$ cat src/rtl/audio_frame_timing.sv
// audio_frame_timing: fractional-rate sample tick plus BCLK, frame sync and shifter
// strobes for I2S/TDM framing. Define AUDIO_TIMING_MCLK_EN to build the free-running MCLK divider.
module audio_frame_timing #(
  parameter int CLK_RATE   = 24576000,
  parameter int AUDIO_RATE = 48000,
  parameter int SLOT_BITS  = 16,
  parameter int NUM_SLOTS  = 2,
  parameter int FS_MODE    = 0,
  parameter int MCLK_DIV   = 2
) (
  input  logic                         clk,
  input  logic                         reset,
  input  logic                         enable,
  output logic                         sample_ce,
  output logic                         bclk,
  output logic                         fsync,
  output logic                         load_strobe,
  output logic                         shift_strobe,
  output logic [$clog2(NUM_SLOTS)-1:0] slot_idx,
  output logic [$clog2(SLOT_BITS)-1:0] bit_idx,
  output logic                         mclk,
  output logic                         fsm_state
);

  localparam int P        = CLK_RATE / AUDIO_RATE;
  localparam int HALF_DIV = P / (2 * SLOT_BITS * NUM_SLOTS);
  localparam int ACC_W    = $clog2(CLK_RATE + AUDIO_RATE);
  localparam int DIV_W    = (HALF_DIV < 2) ? 1 : $clog2(HALF_DIV);
  localparam int SLOT_W   = $clog2(NUM_SLOTS);
  localparam int BIT_W    = $clog2(SLOT_BITS);

  localparam logic [ACC_W-1:0]  AUDIO_INC  = ACC_W'(AUDIO_RATE);
  localparam logic [ACC_W-1:0]  CLK_MOD    = ACC_W'(CLK_RATE);
  localparam logic [DIV_W-1:0]  DIV_LAST   = DIV_W'(HALF_DIV - 1);
  localparam logic [SLOT_W-1:0] SLOT_LAST  = SLOT_W'(NUM_SLOTS - 1);
  localparam logic [SLOT_W-1:0] HALF_SLOTS = SLOT_W'(NUM_SLOTS / 2);
  localparam logic [BIT_W-1:0]  BIT_LAST   = BIT_W'(SLOT_BITS - 1);

  localparam logic [0:0] ST_IDLE  = 1'b0;
  localparam logic [0:0] ST_FRAME = 1'b1;

  generate
    if (HALF_DIV < 1) begin : g_bad_ratio
      $error("audio_frame_timing: CLK_RATE/AUDIO_RATE too small for SLOT_BITS*NUM_SLOTS");
    end
    if (SLOT_BITS < 8 || SLOT_BITS > 32) begin : g_bad_slot_bits
      $error("audio_frame_timing: SLOT_BITS must be 8..32");
    end
    if (NUM_SLOTS < 2 || NUM_SLOTS > 16 || (NUM_SLOTS % 2) != 0) begin : g_bad_num_slots
      $error("audio_frame_timing: NUM_SLOTS must be even, 2..16");
    end
    if (MCLK_DIV < 1) begin : g_bad_mclk_div
      $error("audio_frame_timing: MCLK_DIV must be at least 1");
    end
  endgenerate

  // Phase accumulator: never stops, so sample_ce keeps exact average rate.
  logic [ACC_W-1:0] acc;
  logic [ACC_W-1:0] acc_sum;
  logic             wrap;

  always_comb begin
    acc_sum = acc + AUDIO_INC;
    wrap    = (acc_sum >= CLK_MOD);
  end

  always_ff @(posedge clk or posedge reset) begin
    if (reset) begin
      acc       <= '0;
      sample_ce <= 1'b0;
    end else begin
      acc       <= wrap ? (acc_sum - CLK_MOD) : acc_sum;
      sample_ce <= wrap;
    end
  end

  logic [0:0]        state;
  logic [DIV_W-1:0]  div;
  logic              lr_q;
  logic              fs_pulse_q;
  logic              frame_go;
  logic              stepping;
  logic              half_done;
  logic              falling;
  logic [SLOT_W-1:0] slot_nxt;
  logic [BIT_W-1:0]  bit_nxt;
  logic              frame_last;

  // The load cycle is the first clock of the frame, so a frame of F clocks
  // ends exactly when the next sample_ce can arrive (no idle gap when F == P).
  always_comb begin
    frame_go   = (state == ST_IDLE) && sample_ce && enable;
    stepping   = (state == ST_FRAME) || frame_go;
    half_done  = (div == DIV_LAST);
    falling    = (state == ST_FRAME) && half_done && bclk;
    frame_last = (bit_idx == BIT_LAST) && (slot_idx == SLOT_LAST);
    bit_nxt    = bit_idx + BIT_W'(1);
    slot_nxt   = slot_idx;
    if (bit_idx == BIT_LAST) begin
      bit_nxt  = '0;
      slot_nxt = (slot_idx == SLOT_LAST) ? '0 : (slot_idx + SLOT_W'(1));
    end
  end

  always_ff @(posedge clk or posedge reset) begin
    if (reset) begin
      state        <= ST_IDLE;
      div          <= '0;
      bclk         <= 1'b0;
      shift_strobe <= 1'b0;
      slot_idx     <= '0;
      bit_idx      <= '0;
      lr_q         <= 1'b0;
      fs_pulse_q   <= 1'b0;
    end else begin
      shift_strobe <= 1'b0;
      if (frame_go) begin
        state      <= ST_FRAME;
        fs_pulse_q <= 1'b1;
        slot_idx   <= '0;
        bit_idx    <= '0;
      end
      if (stepping) begin
        if (half_done) begin
          div  <= '0;
          bclk <= ~bclk;
        end else begin
          div <= div + DIV_W'(1);
        end
      end
      if (falling) begin
        shift_strobe <= 1'b1;
        fs_pulse_q   <= 1'b0;
        bit_idx      <= bit_nxt;
        slot_idx     <= slot_nxt;
        lr_q         <= (slot_nxt >= HALF_SLOTS);
        if (frame_last) begin
          state <= ST_IDLE;
        end
      end
    end
  end

  assign load_strobe = frame_go;
  assign fsm_state   = state;
  // FS_MODE 1 pulse covers the load cycle plus the rest of the first BCLK period.
  assign fsync       = (FS_MODE == 0) ? lr_q : (load_strobe | fs_pulse_q);

`ifdef AUDIO_TIMING_MCLK_EN
  localparam int MCLK_W = (MCLK_DIV < 2) ? 1 : $clog2(MCLK_DIV);
  localparam logic [MCLK_W-1:0] MCLK_LAST = MCLK_W'(MCLK_DIV - 1);
  logic [MCLK_W-1:0] mclk_cnt;

  always_ff @(posedge clk or posedge reset) begin
    if (reset) begin
      mclk_cnt <= '0;
      mclk     <= 1'b0;
    end else if (mclk_cnt == MCLK_LAST) begin
      mclk_cnt <= '0;
      mclk     <= ~mclk;
    end else begin
      mclk_cnt <= mclk_cnt + MCLK_W'(1);
    end
  end
`else
  assign mclk = 1'b0;
`endif

`ifndef SYNTHESIS
  a_no_ce_in_frame: assert property (@(posedge clk) disable iff (reset)
    !(sample_ce && (state == ST_FRAME)))
    else $error("audio_frame_timing: sample_ce arrived while a frame was active");
`endif

endmodule

$ cat config.mk
export PLATFORM = sky130hd
export DESIGN_NAME = audio_frame_timing
export DESIGN_NICKNAME = d
export VERILOG_FILES = /design/src/rtl/audio_frame_timing.sv
export SDC_FILE = /design/constraint.sdc
export NUM_CORES = 1
export LEC_CHECK = 0
export CAP_MARGIN = 20
export CORE_MARGIN = 2
export CORE_UTILIZATION = 52
export DETAILED_ROUTE_END_ITERATION = 8
export PLACE_DENSITY = 0.69
export SYNTH_ARGS = -nofsm -noshare
export SYNTH_HDL_FRONTEND = slang
export SYNTH_SLANG_ARGS = --single-unit
$ cat constraint.sdc
create_clock -name clk -period 5.6 [get_ports clk]
set_input_delay 1.4 -clock clk [delete_from_list [all_inputs] [get_ports clk]]
set_output_delay 1.4 -clock clk [all_outputs]
set_load 0.02 [all_outputs]
==> results.cfg, run 1 <==
[timing]
slew_viol_final = 0
finalCritPeriodShare = 0.727
hold_viol_final = 0
rsz0062_at_grt = false
setup_ws_ps = 1530
post-route-min-period_ps = 4070
tns_ps = 0
max_freq_ghz = 0.246
clock_skew_ps = 17.1
setup_violations = 0

[critical_path]
cp_data_arrival_time_ps = 2670
crit_buf_inv = 2
reg2reg_slack_ps = 3060
startpoint_type = input port
max_stage_delay_ps = 620
crit_cells = 4
critical_path_required_ps = 4200
reg2reg_depth = 8
path_cells = clkdlybuf4s50_1 -> nand2_1 -> nor2_1 -> clkdlybuf4s50_1
cp-end-kind = primary output
crit_type = input port to primary output
critPathMaxFanout = 2
crit_top_cell = clkdlybuf4s50_1
reg2reg_from = acc[12]
r2r-end = acc[20]
slowest_stage = clkdlybuf4s50_1
critPathTopFamily = buffers and inverters

[cts]
cts_resized = 0
cts_setup_buffers = 0
ctsRootBufferMaster = clkbuf_4
cts.clk_slew.worst_paths_ps = 90
cts_max_level = 2
ctsLongestPathBuffers = 2
holdBufCountCts = 0
cts.sinks = 31
worst_skew_pair.late_latency_ps = 340
cts_inserted_buffers = 5
cts_tree = done

[drt]
drc = 0
vias = 1311
firstDrtPassIters = 4
vias_per_cell = 5.63
routedWlPerCell_um = 14.2
ant_nets = 0
totalWireLength_mm = 3.30
dr.first_iter.drc_count = 56

[job]
cap_viol_max_count = 0

[floorplan]
row_count = 21
die_x_um = 62.0
dieArea_sq_um = 3850
pin_count = 15
core_area_sq_um = 3280
start_util = 0.533
die_h_um = 62.0

[power_and_ir_drop]
power_density_nw_per_um2 = 209
p_leak_nw = 0.926
peakVddDrop_uv = 214

[placement]
placed_cells = 225
gp_congestion = 0.814
dpl_cell_area_sq_um = 1930
place.port_buffers = 13
dp_hpwl_mm = 2.42
place_ws_ps = 1520

[global_route]
grt_pass1_vias = 1253
antenna_found_initial = 0
grt_start_max_net_pins = 32
grt_usage = 0.206
grt_pass1_wl_mm = 5.62
overflow = 0

[logic_synthesis]
syn_nets = 177
avgSynthCellArea_sq_um = 10.4
synth.cell_area_sq_um = 1750
synth-seq-cells = 31
synth_warnings = 0
async_reset_ff_frac = 1.00
synth_cell_types = 50
synth_seq_area_share = 0.443
syn_inst = 168
ys.flop_type = dfrtp_1
synth_edf_count = 0

[finish]
fin_util = 0.613
n_fill_cell = 287
stdcell_count = 233
layout-drive-gt1-share = 0.144
final_area_sq_um = 2010
n_antenna_cell = 0
fin_nets = 195
area_growth_pct = 15.0

[min_path]
hp-start = acc[7]
hold_path_class = register to register
holdPathEnd = acc[7]
hold_depth = 1

[status]
status = completed
## registers in the layout, summed over array words and instances, names as in the netlist
name          cells
acc              18
bit_idx           4
div               3
bclk              1
fsm_state         1
fsync             1
sample_ce         1
shift_strobe      1
slot_idx          1
## worst max-delay path by stage
stage / start / endpoint / slack, ps
CTS: enable / load_strobe / 1520
detailed placement: enable / load_strobe / 1520
global placement: enable / load_strobe / 1550
finish: enable / load_strobe / 1530
global route: enable / load_strobe / 1450
floorplan: enable / load_strobe / 2440
## cell type report
class                           count  area, sq um  area share
Inverter                            7         26.3      0.0131
Sequential cell                    31          776       0.385
Timing Repair Buffer               14          138      0.0684
Multi-Input combinational cell    127          930       0.462
Clock inverter                      2         35.0      0.0174
Clock buffer                        6         51.3      0.0255
Tap cell                           46         57.6      0.0286
## per-layer routing
| layer | routed length, um | up-vias | track usage |
|---|---|---|---|
| met4 | 41 | 0 | 0.0881 |
| met2 | 1710 | 26 | 0.353 |
| met1 | 1400 | 646 | 0.245 |
| met3 | 145 | 7 | 0.0518 |
| met5 | 0 | - | 0 |
| li1 | - | 632 | - |
## cell usage after synthesis, types with 3 or more instances
master / instances / area [sq um]
ha_1: 6 / 75.1
dfrtp_1: 31 / 776
mux2_2: 3 / 33.8
inv_1: 7 / 26.3
o21ai_0: 5 / 25.0
nand2b_1: 6 / 37.5
a21oi_1: 6 / 30.0
nor3_1: 4 / 20.0
nor2_1: 10 / 37.5
nand3_1: 5 / 25.0
and3_1: 5 / 31.3
xnor2_1: 10 / 87.6
xor2_1: 8 / 70.1
nand2_1: 16 / 60.1
## report_power, final
group | internal (mW) | leakage (nW) | switching, mW
registers | 0.224 | 0.376 | 0
logic | 0.00173 | 0.502 | 0.00505
clock network | 0.106 | 0.0482 | 0.0841
total | 0.331 | 0.926 | 0.0892
## cells in the final DEF (no fill, tap or decap), types with 2 or more instances in the layout
master and n:
dfrtp_1 31, nand2_1 16, clkdlybuf4s50_1 13, nor2_1 10, xnor2_1 10, xor2_1 8, inv_1 7, a21oi_1 6
nand2b_1 6, ha_1 6, and3_1 5, o21ai_0 5, nand3_1 5, clkbuf_4 5, nor3_1 4, mux2_2 3
a22o_1 2, nor2b_1 2, a21o_1 2, o31a_1 2, xor2_2 2, o21ai_2 2, nand4_1 2, o21ai_1 2
o211ai_1 2
## through the flow
stage	power, mW	hold slack, ps
floorplan	0.233	436
global placement	0.235	453
detailed placement	0.235	463
CTS	0.420	477
global route	0.431	507
finish	0.420	478
## kinds of logic after synthesis
| logic type | Yosys count | synth area share |
|---|---|---|
| compound gates | 37 | 0.164 |
| xor+xnor | 20 | 0.109 |
| fa+ha+maj | 6 | 0.0429 |
| buf+inv | 10 | 0.0257 |
| flops | 31 | 0.443 |
| mux | 5 | 0.0336 |
| other cells | 1 | 0.00214 |
| simple gates | 58 | 0.180 |
(Power assumes the default switching activity.)
==> run 2, diff against run 1 <==
==> constraint.sdc (replaced) <==
create_clock -name clk -period 3.9 [get_ports clk]
set_input_delay 0.975 -clock clk [delete_from_list [all_inputs] [get_ports clk]]
set_output_delay 0.975 -clock clk [all_outputs]
set_load 0.02 [all_outputs]
==> results.cfg, run 2 (same netlist as run 1, synthesis figures left out) <==
[status]
status = completed

[placement]
gp_congestion = 0.814
placed_cells = 225
dpl_cell_area_sq_um = 1930
dp_hpwl_mm = 2.37
place.port_buffers = 13

[floorplan]
start_util = 0.533
core_area_sq_um = 3280
die_h_um = 62.0
die_x_um = 62.0
dieArea_sq_um = 3850
row_count = 21
pin_count = 15

[critical_path]
critPathMaxFanout = 2
crit_start = enable
startpoint_type = input port
crit_type = input port to primary output
r2r-end = acc[20]
reg2reg_from = acc[12]
reg2reg_slack_ps = 1410
critical_path_required_ps = 2920
reg2reg_depth = 8
cp-end-kind = primary output
cp_data_arrival_time_ps = 2260

[timing]
tightest_slew_ps = 642
hold_viol_final = 0
post-route-min-period_ps = 3230
max_freq_ghz = 0.310
rsz0062_at_grt = false
tns_ps = 0
clock_skew_ps = 8.00
slew_viol_final = 0
setup_violations = 0
relSlewSlack = 0.571
finalCritPeriodShare = 0.828

[finish]
final_cell_mix = dfrtp_1, nand2_1, clkdlybuf4s50_1
n_antenna_cell = 0
stdcell_count = 232
fin_util = 0.604
final_common_cell = dfrtp_1
largest_register_ffs = 18
fin_nets = 195
n_fill_cell = 302
regMostFlops = acc
reg_top3 = acc (18), bit_idx (4), div (3)
final_area_sq_um = 1980
area_growth_pct = 13.3
layout-drive-gt1-share = 0.140

[drt]
route.met3.wl_um = 122
routedWlPerCell_um = 13.9
ant_nets = 0
totalWireLength_mm = 3.23
firstDrtPassIters = 4
wl_met1_mm = 1.44
vias = 1280
wl_met2_mm = 1.62
vias_per_cell = 5.52
dr.first_iter.drc_count = 60
top_layer = met4
drc = 0

[global_route]
antenna_found_initial = 0
overflow = 0
grt_usage = 0.191
grt_pass1_vias = 1206
grt_start_max_net_pins = 17
grt_pass1_wl_mm = 5.28

[cts]
holdBufCountCts = 0
cts_tree = done
cts_inserted_buffers = 5
cts.sinks = 31
cts.clk_slew.worst_paths_ps = 90
ctsRootBufferMaster = clkbuf_4
worst_skew_pair.late_latency_ps = 330
cts_resized = 0
cts_max_level = 2
ctsLongestPathBuffers = 2
cts_setup_buffers = 0

[min_path]
hp-start = acc[7]
holdPathEnd = acc[7]
hold_depth = 1
hold_path_class = register to register

[power_and_ir_drop]
power_uw = 525
power_density_nw_per_um2 = 265
peakVddDrop_uv = 169
p_leak_nw = 0.912

[job]
cap_viol_max_count = 0
==> run 2: changes by cell type in the layout (fill, tap and decap cells not counted) <==
cell	change
bufinv_16	-1
==> run 2: worst max-delay path by stage <==
| stage | to | slack, ps | cells after the start |
|---|---|---|---|
| after global placement | load_strobe | 700 | 4 |
| after global routing | load_strobe | 640 | 4 |
| final | load_strobe | 670 | 4 |
| after CTS | load_strobe | 670 | 4 |
| after floorplan | load_strobe | 1590 | 2 |
| after detailed placement | load_strobe | 680 | 4 |
==> run 2: metal layers <==
layer	track usage	vias to the layer above
met2	0.317	26
met1	0.233	620
li1	-	627
met4	0.0729	0
met3	0.0559	7
met5	0	-
==> run 2: layout make-up <==
cell class / instances / area [sq um] / area share
timing repair buffer: 14 / 138 / 0.0694
multi-input combinational: 127 / 930 / 0.469
tap: 46 / 57.6 / 0.0290
sequential: 31 / 776 / 0.391
clock buffer: 6 / 51.3 / 0.0259
inverter: 7 / 26.3 / 0.0132
clock inverter: 1 / 5.00 / 0.00252
==> run 2: power breakdown <==
part | leakage, nW | internal, mW | switching, mW
logic | 0.502 | 0.00246 | 0.00751
clock network | 0.0341 | 0.0834 | 0.110
registers | 0.376 | 0.321 | 0
total | 0.912 | 0.407 | 0.118
==> run 2: per-stage QoR <==
| stage | hold slack [ps] | setup slack, ps |
|---|---|---|
| after floorplan | 436 | 1590 |
| after detailed placement | 468 | 679 |
| after global placement | 452 | 696 |
| final | 479 | 670 |
| after CTS | 482 | 669 |
| after global routing | 497 | 636 |
==> run 2: worst max-delay path, cell delays in order <==
cell	delay (ps)
clkdlybuf4s50_1	490
nand2_1	60
nor2_1	110
clkdlybuf4s50_1	620
